**config.mk**
```make
export PLATFORM = sky130hd
export DESIGN_NAME = uart_rx_flat
export DESIGN_NICKNAME = d
export VERILOG_FILES = /design/src/rtl/uart_rx_pkg.sv /design/src/rtl/uart_rx_if.sv /design/src/rtl/uart_rx_sync_2ff.sv /design/src/rtl/uart_rx.sv /design/src/flat_wrapper.sv
export SDC_FILE = /design/constraint.sdc
export NUM_CORES = 1
export LEC_CHECK = 0
export ABC_AREA = 0
export BUFFER_PORTS_ARGS = -buffer_cell sky130_fd_sc_hd__buf_2
export CORE_MARGIN = 5
export CORE_UTILIZATION = 55
export CTS_CLUSTER_DIAMETER = 60
export DETAILED_ROUTE_END_ITERATION = 7
export GPL_TIMING_DRIVEN = 0
export PLACE_DENSITY = 0.71
export SYNTH_ARGS = -nofsm -noshare
export SYNTH_HDL_FRONTEND = slang
export SYNTH_HIERARCHICAL = 1
export SYNTH_SLANG_ARGS = --single-unit
```
**constraint.sdc**
```tcl
create_clock -name clk -period 5.9 [get_ports clk]
set_clock_uncertainty 0.2 [all_clocks]
set_input_delay 1.18 -clock clk [delete_from_list [all_inputs] [get_ports clk]]
set_output_delay 1.18 -clock clk [all_outputs]
set_load 0.02 [all_outputs]
```
**src/rtl/uart_rx_pkg.sv**
```systemverilog
// Shared UART definitions (state encoding, frame width, default baud divisor).
// UART_RX_PARITY_EN adds the PARITY state to the encoding.
package npu_uart_pkg;

  localparam int DATA_BITS        = 8;
  localparam int CLKS_PER_BIT_DEF = 868;

  typedef enum logic [2:0] {
    IDLE,
    START,
    DATA,
`ifdef UART_RX_PARITY_EN
    PARITY,
`endif
    STOP,
    WAIT_IDLE
  } uart_state_e;

  // Even parity: parity bit makes the total count of ones even.
  function automatic logic even_parity(input logic [DATA_BITS-1:0] d);
    return ^d;
  endfunction

endpackage

```
**src/rtl/uart_rx_if.sv**
```systemverilog
// Receiver-side signal bundle: serial line in, byte/status pulses out.
// UART_RX_PARITY_EN adds parity_err.
interface uart_rx_if;
  import npu_uart_pkg::*;

  logic                 rx_serial;
  logic [DATA_BITS-1:0] rx_data;
  logic                 rx_valid;
  logic                 frame_err;
  logic                 busy;
`ifdef UART_RX_PARITY_EN
  logic                 parity_err;
`endif

  modport slave (
    input  rx_serial,
    output rx_data,
    output rx_valid,
    output frame_err,
`ifdef UART_RX_PARITY_EN
    output parity_err,
`endif
    output busy
  );

  modport master (
    output rx_serial,
    input  rx_data,
    input  rx_valid,
    input  frame_err,
`ifdef UART_RX_PARITY_EN
    input  parity_err,
`endif
    input  busy
  );

endinterface

```
**src/rtl/uart_rx_sync_2ff.sv**
```systemverilog
// Two-flop synchronizer for a single asynchronous bit.
module sync_2ff #(
  parameter logic RST_VAL = 1'b1
) (
  input  logic clk,
  input  logic rst,
  input  logic d,
  output logic q
);

  logic meta;

  always_ff @(posedge clk) begin
    if (rst) begin
      meta <= RST_VAL;
      q    <= RST_VAL;
    end else begin
      meta <= d;
      q    <= meta;
    end
  end

endmodule

```
**src/rtl/uart_rx.sv**
```systemverilog
// UART receiver, 8 data bits, LSB first, one stop bit, mid-bit sampling.
// UART_RX_PARITY_EN inserts an even-parity bit between data and stop.
module uart_rx
  import npu_uart_pkg::*;
#(
  parameter int CLKS_PER_BIT = CLKS_PER_BIT_DEF
) (
  input  logic     clk,
  input  logic     rst,
  uart_rx_if.slave rx
);

  localparam int CW = $clog2(CLKS_PER_BIT);
  localparam logic [CW-1:0] MID  = CW'(CLKS_PER_BIT/2 - 1);
  localparam logic [CW-1:0] LAST = CW'(CLKS_PER_BIT - 1);

  uart_state_e          state_q, state_d;
  logic [CW-1:0]        cnt_q, cnt_d;
  logic [2:0]           idx_q, idx_d;
  logic [DATA_BITS-1:0] shift_q, shift_d;
  logic [DATA_BITS-1:0] data_q, data_d;
  logic                 valid_q, valid_d;
  logic                 ferr_q, ferr_d;
  logic                 rx_s;
`ifdef UART_RX_PARITY_EN
  logic                 pbad_q, pbad_d;
  logic                 perr_q, perr_d;
`endif

  sync_2ff #(.RST_VAL(1'b1)) u_sync (
    .clk (clk),
    .rst (rst),
    .d   (rx.rx_serial),
    .q   (rx_s)
  );

  always_comb begin
    state_d = state_q;
    cnt_d   = cnt_q + 1'b1;
    idx_d   = idx_q;
    shift_d = shift_q;
    data_d  = data_q;
    valid_d = 1'b0;
    ferr_d  = 1'b0;
`ifdef UART_RX_PARITY_EN
    pbad_d  = pbad_q;
    perr_d  = 1'b0;
`endif
    case (state_q)
      IDLE: begin
        cnt_d = '0;
        if (!rx_s) state_d = START;
      end
      START: begin
        // Re-check the line mid-start-bit to reject glitches.
        if (cnt_q == MID) begin
          cnt_d   = '0;
          idx_d   = '0;
          state_d = rx_s ? IDLE : DATA;
        end
      end
      DATA: begin
        if (cnt_q == LAST) begin
          cnt_d          = '0;
          shift_d[idx_q] = rx_s;
          idx_d          = idx_q + 3'd1;
`ifdef UART_RX_PARITY_EN
          if (idx_q == 3'd7) state_d = PARITY;
`else
          if (idx_q == 3'd7) state_d = STOP;
`endif
        end
      end
`ifdef UART_RX_PARITY_EN
      PARITY: begin
        if (cnt_q == LAST) begin
          cnt_d   = '0;
          pbad_d  = even_parity(shift_q) ^ rx_s;
          state_d = STOP;
        end
      end
`endif
      STOP: begin
        if (cnt_q == LAST) begin
          cnt_d = '0;
          if (!rx_s) begin
            ferr_d  = 1'b1;
            state_d = WAIT_IDLE;
          end else begin
            state_d = IDLE;
`ifdef UART_RX_PARITY_EN
            if (pbad_q) begin
              perr_d = 1'b1;
            end else begin
              data_d  = shift_q;
              valid_d = 1'b1;
            end
`else
            data_d  = shift_q;
            valid_d = 1'b1;
`endif
          end
        end
      end
      WAIT_IDLE: begin
        // Hold here through a break so it yields a single frame_err.
        cnt_d = '0;
        if (rx_s) state_d = IDLE;
      end
      default: begin
        cnt_d   = '0;
        state_d = IDLE;
      end
    endcase
  end

  always_ff @(posedge clk) begin
    if (rst) begin
      state_q <= IDLE;
      cnt_q   <= '0;
      idx_q   <= '0;
      shift_q <= '0;
      data_q  <= '0;
      valid_q <= 1'b0;
      ferr_q  <= 1'b0;
`ifdef UART_RX_PARITY_EN
      pbad_q  <= 1'b0;
      perr_q  <= 1'b0;
`endif
    end else begin
      state_q <= state_d;
      cnt_q   <= cnt_d;
      idx_q   <= idx_d;
      shift_q <= shift_d;
      data_q  <= data_d;
      valid_q <= valid_d;
      ferr_q  <= ferr_d;
`ifdef UART_RX_PARITY_EN
      pbad_q  <= pbad_d;
      perr_q  <= perr_d;
`endif
    end
  end

  assign rx.rx_data   = data_q;
  assign rx.rx_valid  = valid_q;
  assign rx.frame_err = ferr_q;
  assign rx.busy      = (state_q != IDLE);
`ifdef UART_RX_PARITY_EN
  assign rx.parity_err = perr_q;
`endif

endmodule

```
**src/flat_wrapper.sv**
```systemverilog
// flat-port wrapper written by rule: the top's interface ports become plain ports
module uart_rx_flat import npu_uart_pkg::*;
#(
  parameter int CLKS_PER_BIT = CLKS_PER_BIT_DEF
)
  (clk, rst, rx_rx_serial, rx_rx_data, rx_rx_valid, rx_frame_err, rx_busy);
  uart_rx_if rx_i ();
  input  logic clk;
  input  logic rst;
  input wire logic [$bits(rx_i.rx_serial)-1:0] rx_rx_serial;
  output wire logic [$bits(rx_i.rx_data)-1:0] rx_rx_data;
  output wire logic [$bits(rx_i.rx_valid)-1:0] rx_rx_valid;
  output wire logic [$bits(rx_i.frame_err)-1:0] rx_frame_err;
  output wire logic [$bits(rx_i.busy)-1:0] rx_busy;
  assign rx_i.rx_serial = rx_rx_serial;
  assign rx_rx_data = rx_i.rx_data;
  assign rx_rx_valid = rx_i.rx_valid;
  assign rx_frame_err = rx_i.frame_err;
  assign rx_busy = rx_i.busy;
  uart_rx #(.CLKS_PER_BIT(CLKS_PER_BIT)) u_core (.clk(clk), .rst(rst), .rx(rx_i));
endmodule
```
==> impl_metrics.sql <==
INSERT INTO impl_metrics (metric_group, metric, value, unit) VALUES
('status', 'outcome', 'completed', ''),
('sta', 'setup_repair_after_global_routing_missed_its_margin', 'no', ''),
('worst_setup_path', 'critical-path-top-delay-family', 'simple AND/OR/NAND/NOR gates', ''),
('sta', 'fin_tns_setup', '0', 'ns'),
('worst_setup_path', 'arrival', '1.40', 'ns'),
('global_route', 'antenna_found_initial', '0', ''),
('floorplanning', 'core', '0.00308', 'mm^2'),
('layout', 'instances_no_fill', '254', ''),
('global_route', 'first_global_vias', '1378', ''),
('placement', 'io_buffers', '13', ''),
('synth', 'syn-instance-count', '189', ''),
('synth', 'synth-edff-count', '0', ''),
('clock_tree', 'cts.repair_timing.setup_buffer_count', '0', ''),
('detailed_routing', 'drt-initial-drc-count', '111', ''),
('hold_path', 'timing.hold.worst.class', 'register to register', ''),
('worst_setup_path', 'critical_path.max_fanout', '10', ''),
('layout', 'syn2layout_area_growth', '10.3', '%'),
('floorplanning', 'die_area', '0.00445', 'mm^2'),
('global_route', 'gr-total-overflow', '0', ''),
('global_route', 'grt_start_max_net_pins', '12', ''),
('worst_setup_path', 'worstSetupStartpointType', 'register', ''),
('sta', 'slew-limit-headroom', '67.9', '%'),
('worst_setup_path', 'endpoint_kind', 'output pin', ''),
('worst_setup_path', 'required_time_at_the_worst_slack_endpoint', '4.52', 'ns'),
('clock_tree', 'cts_buffers', '5', ''),
('detailed_routing', 'wl_per_cell', '14.1', 'um'),
('worst_setup_path', 'critPathKind', 'register to output pin', ''),
('clock_tree', 'clk_pin_slew_worst_paths', '0.11', 'ns'),
('detailed_routing', 'vias', '1442', ''),
('flow_run', 'maxCapViolCount', '0', ''),
('synth', 'ys.warnings.count', '6', ''),
('synth', 'syn-mean-instance-area', '9.35', 'um^2'),
('layout', 'final_core_utilization', '63.3', '%'),
('sta', 'final-max-slew-violation-count', '0', ''),
('global_route', 'first_pass_grt_wire_length', '6390', 'um'),
('sta', 'final.period_utilization', '47.1', '%'),
('detailed_routing', 'drtPass1Iterations', '4', ''),
('clock_tree', 'tritoncts', 'built', ''),
('clock_tree', 'clock_insertion_delay_worst_skew', '0.34', 'ns'),
('worst_setup_path', 'critical_path.max_stage_delay', '0.37', 'ns'),
('clock_tree', 'cts.hold.buffers_added', '0', ''),
('placement', 'dp_hpwl', '2540', 'um'),
('sta', 'timing.final.setup_violations', '0', ''),
('placement', 'dpl_worst_slack', '3.50', 'ns'),
('worst_setup_path', 'worst_path_max_delay_cell', 'sky130_fd_sc_hd__or3_1', ''),
('sta', 'hold_viol_final', '0', ''),
('layout', 'num_antenna_cells', '0', ''),
('synth', 'seq_area_frac_synth', '40.8', '%'),
('sta', 'timing.fmax', '360', 'MHz'),
('synth', 'synth_top_flop_cell', 'sky130_fd_sc_hd__dfxtp_1', ''),
('clock_tree', 'ctsHtreeMaxLevel', '2', ''),
('pwr', 'leakage', '0.825', 'nW'),
('clock_tree', 'post_cts_resized', '0', ''),
('placement', 'place_congestion', '0.876', ''),
('layout', 'final_layout_size_suffix_gt1_share', '20.0', '%'),
('synth', 'async_reset_ff_share', '0', '%'),
('sta', 'max_slew.worst_pin.slew', '0.482', 'ns'),
('floorplanning', 'initial_core_util', '57.4', '%'),
('detailed_routing', 'detail_route.drc_violations', '0', ''),
('clock_tree', 'root_buffer', 'sky130_fd_sc_hd__clkbuf_4', ''),
('worst_setup_path', 'path_cells', 'buf_2 > or3_1 > buf_2', ''),
('floorplanning', 'cell_row_count', '20', ''),
('worst_setup_path', 'bufs_and_invs_on_worst_path', '2', ''),
('detailed_routing', 'drtAntennaViolNets', '0', ''),
('synth', 'postSynthRegisterBits', '36', ''),
('worst_setup_path', 'crit_path_frequent_cell', 'sky130_fd_sc_hd__buf_2', ''),
('floorplanning', 'die_width', '66.7', 'um'),
('synth', 'synthesis.area', '0.00177', 'mm^2'),
('detailed_routing', 'drt-total-wl', '3580', 'um'),
('clock_tree', 'clock_tree.buffer_depth', '2', ''),
('synth', 'ys_types', '48', ''),
('synth', 'mappedNetlistNets', '196', ''),
('sta', 'setup_ws', '3.12', 'ns'),
('floorplanning', 'ioPinCount', '14', ''),
('pwr', 'vdd_drop_max', '129', 'uV'),
('pwr', 'power.density', '215', 'mW/mm^2'),
('placement', 'place.detailed.instances', '246', ''),
('layout', 'net_count_of_the_finished_layout', '216', ''),
('detailed_routing', 'vias_per_cell', '5.68', ''),
('floorplanning', 'die_height', '66.7', 'um'),
('global_route', 'globalRouteTotalUtil', '18.8', '%'),
('clock_tree', 'cts.sinks', '36', ''),
('sta', 'period_minus_slack', '2.78', 'ns');
## synth_stat cells, drive strengths merged (2+ instances only)
library cell	n	area (um^2)
a21boi	2	30.0
a21oi	9	56.3
and4b	2	20.0
buf	9	52.6
clkbuf	2	7.51
dfxtp	36	721
ha	4	50.1
inv	6	22.5
mux2i	11	110
nand2	10	37.5
nand2b	2	12.5
nand3	8	40.0
nand4	13	81.3
nor2	26	97.6
nor3	6	40.0
nor3b	2	31.3
nor4b	2	23.8
nor4bb	2	20.0
o21ai	3	15.0
o31ai	5	51.3
or2	3	18.8
or3	2	12.5
xnor2	4	35.0
xor2	4	35.0
## through the flow
step	instance area, um^2	total power [W]	hold WS (ns)
CTS	1950	0.000424	0.251
floorplan	1770	0.000277	0.185
global route	1950	0.000441	0.262
detailed placement	1890	0.000284	0.222
finish	1950	0.000420	0.246
global placement	1890	0.000284	0.198
## registers in the layout, indices dropped and copies added, names as in the netlist
signal               count
u_core/cnt_q            10
u_core/state_q           3
u_core/u_sync/meta       1
u_core/idx_q             3
u_core/rx.rx_data        8
u_core/rx.frame_err      1
u_core/shift_q           8
u_core/u_sync/q          1
u_core/rx.rx_valid       1
## routing by layer
| metal | share of wire, % | global-route usage (%) |
|---|---|---|
| met3 | 3.6 | 5.56 |
| met1 | 49 | 26.0 |
| met2 | 46 | 28.0 |
| met4 | 0.64 | 5.58 |
| met5 | 0 | 0 |
## cell type report
class / count / area, um^2
Buffer: 11 / 60.1
Sequential cell: 36 / 721
Tap cell: 44 / 55.1
Fill cell: 283 / 1130
Multi-Input combinational cell: 136 / 963
Clock buffer: 7 / 55.1
Inverter: 6 / 22.5
Timing Repair Buffer: 13 / 65.1
Clock inverter: 1 / 7.51
## final timing paths
path                                          from                end  slack, ns  cells after the start
worst min register to register  u_core/u_sync/meta    u_core/u_sync/q       0.25                      1
worst min-delay path            u_core/u_sync/meta    u_core/u_sync/q       0.25                      1
worst max-delay path             u_core/state_q[2]            rx_busy       3.12                      3
worst max register to register     u_core/cnt_q[0]  u_core/shift_q[0]       3.77                      6
## placed cells by master (no fill, tap or decap), drive strengths merged, types with 8 or more instances in the layout
cell	Yosys	final
dfxtp	36	36
nor2	26	26
buf	9	22
nand4	13	13
mux2i	11	11
nand2	10	10
a21oi	9	9
clkbuf	2	9
nand3	8	8
## cells by family (layout without fill, tap and decap cells)
family / Yosys count / in the layout / synth area share [%]
AND/OR/NAND/NOR: 85 / 85 / 28.4
multiplexers: 11 / 11 / 6.23
buffers and inverters: 17 / 38 / 4.67
flip-flops: 36 / 36 / 40.8
XOR/XNOR: 8 / 8 / 3.97
adder cells (fa/ha/maj): 4 / 4 / 2.83
AO/OA/AOI/OAI: 28 / 28 / 13.1
## power by group
group / switching (W) / total [W] / internal, W / leakage, nW
sequential: 0.00000106 / 0.000246 / 0.000245 / 0.290
clock: 0.0000825 / 0.000141 / 0.0000583 / 0.0315
combinational: 0.0000206 / 0.0000331 / 0.0000125 / 0.503
total: 0.000104 / 0.000420 / 0.000316 / 0.825
## worst register-to-register path, cell delays in order (launching register included)
cell and delay (ns):
sky130_fd_sc_hd__dfxtp_1 0.41, sky130_fd_sc_hd__ha_1 0.30, sky130_fd_sc_hd__nor4bb_1 0.25, sky130_fd_sc_hd__buf_4 0.21, sky130_fd_sc_hd__nand4_1 0.22, sky130_fd_sc_hd__o41ai_1 0.32
sky130_fd_sc_hd__a21oi_1 0.11
Note: power is estimated with default switching activity, not from simulation.
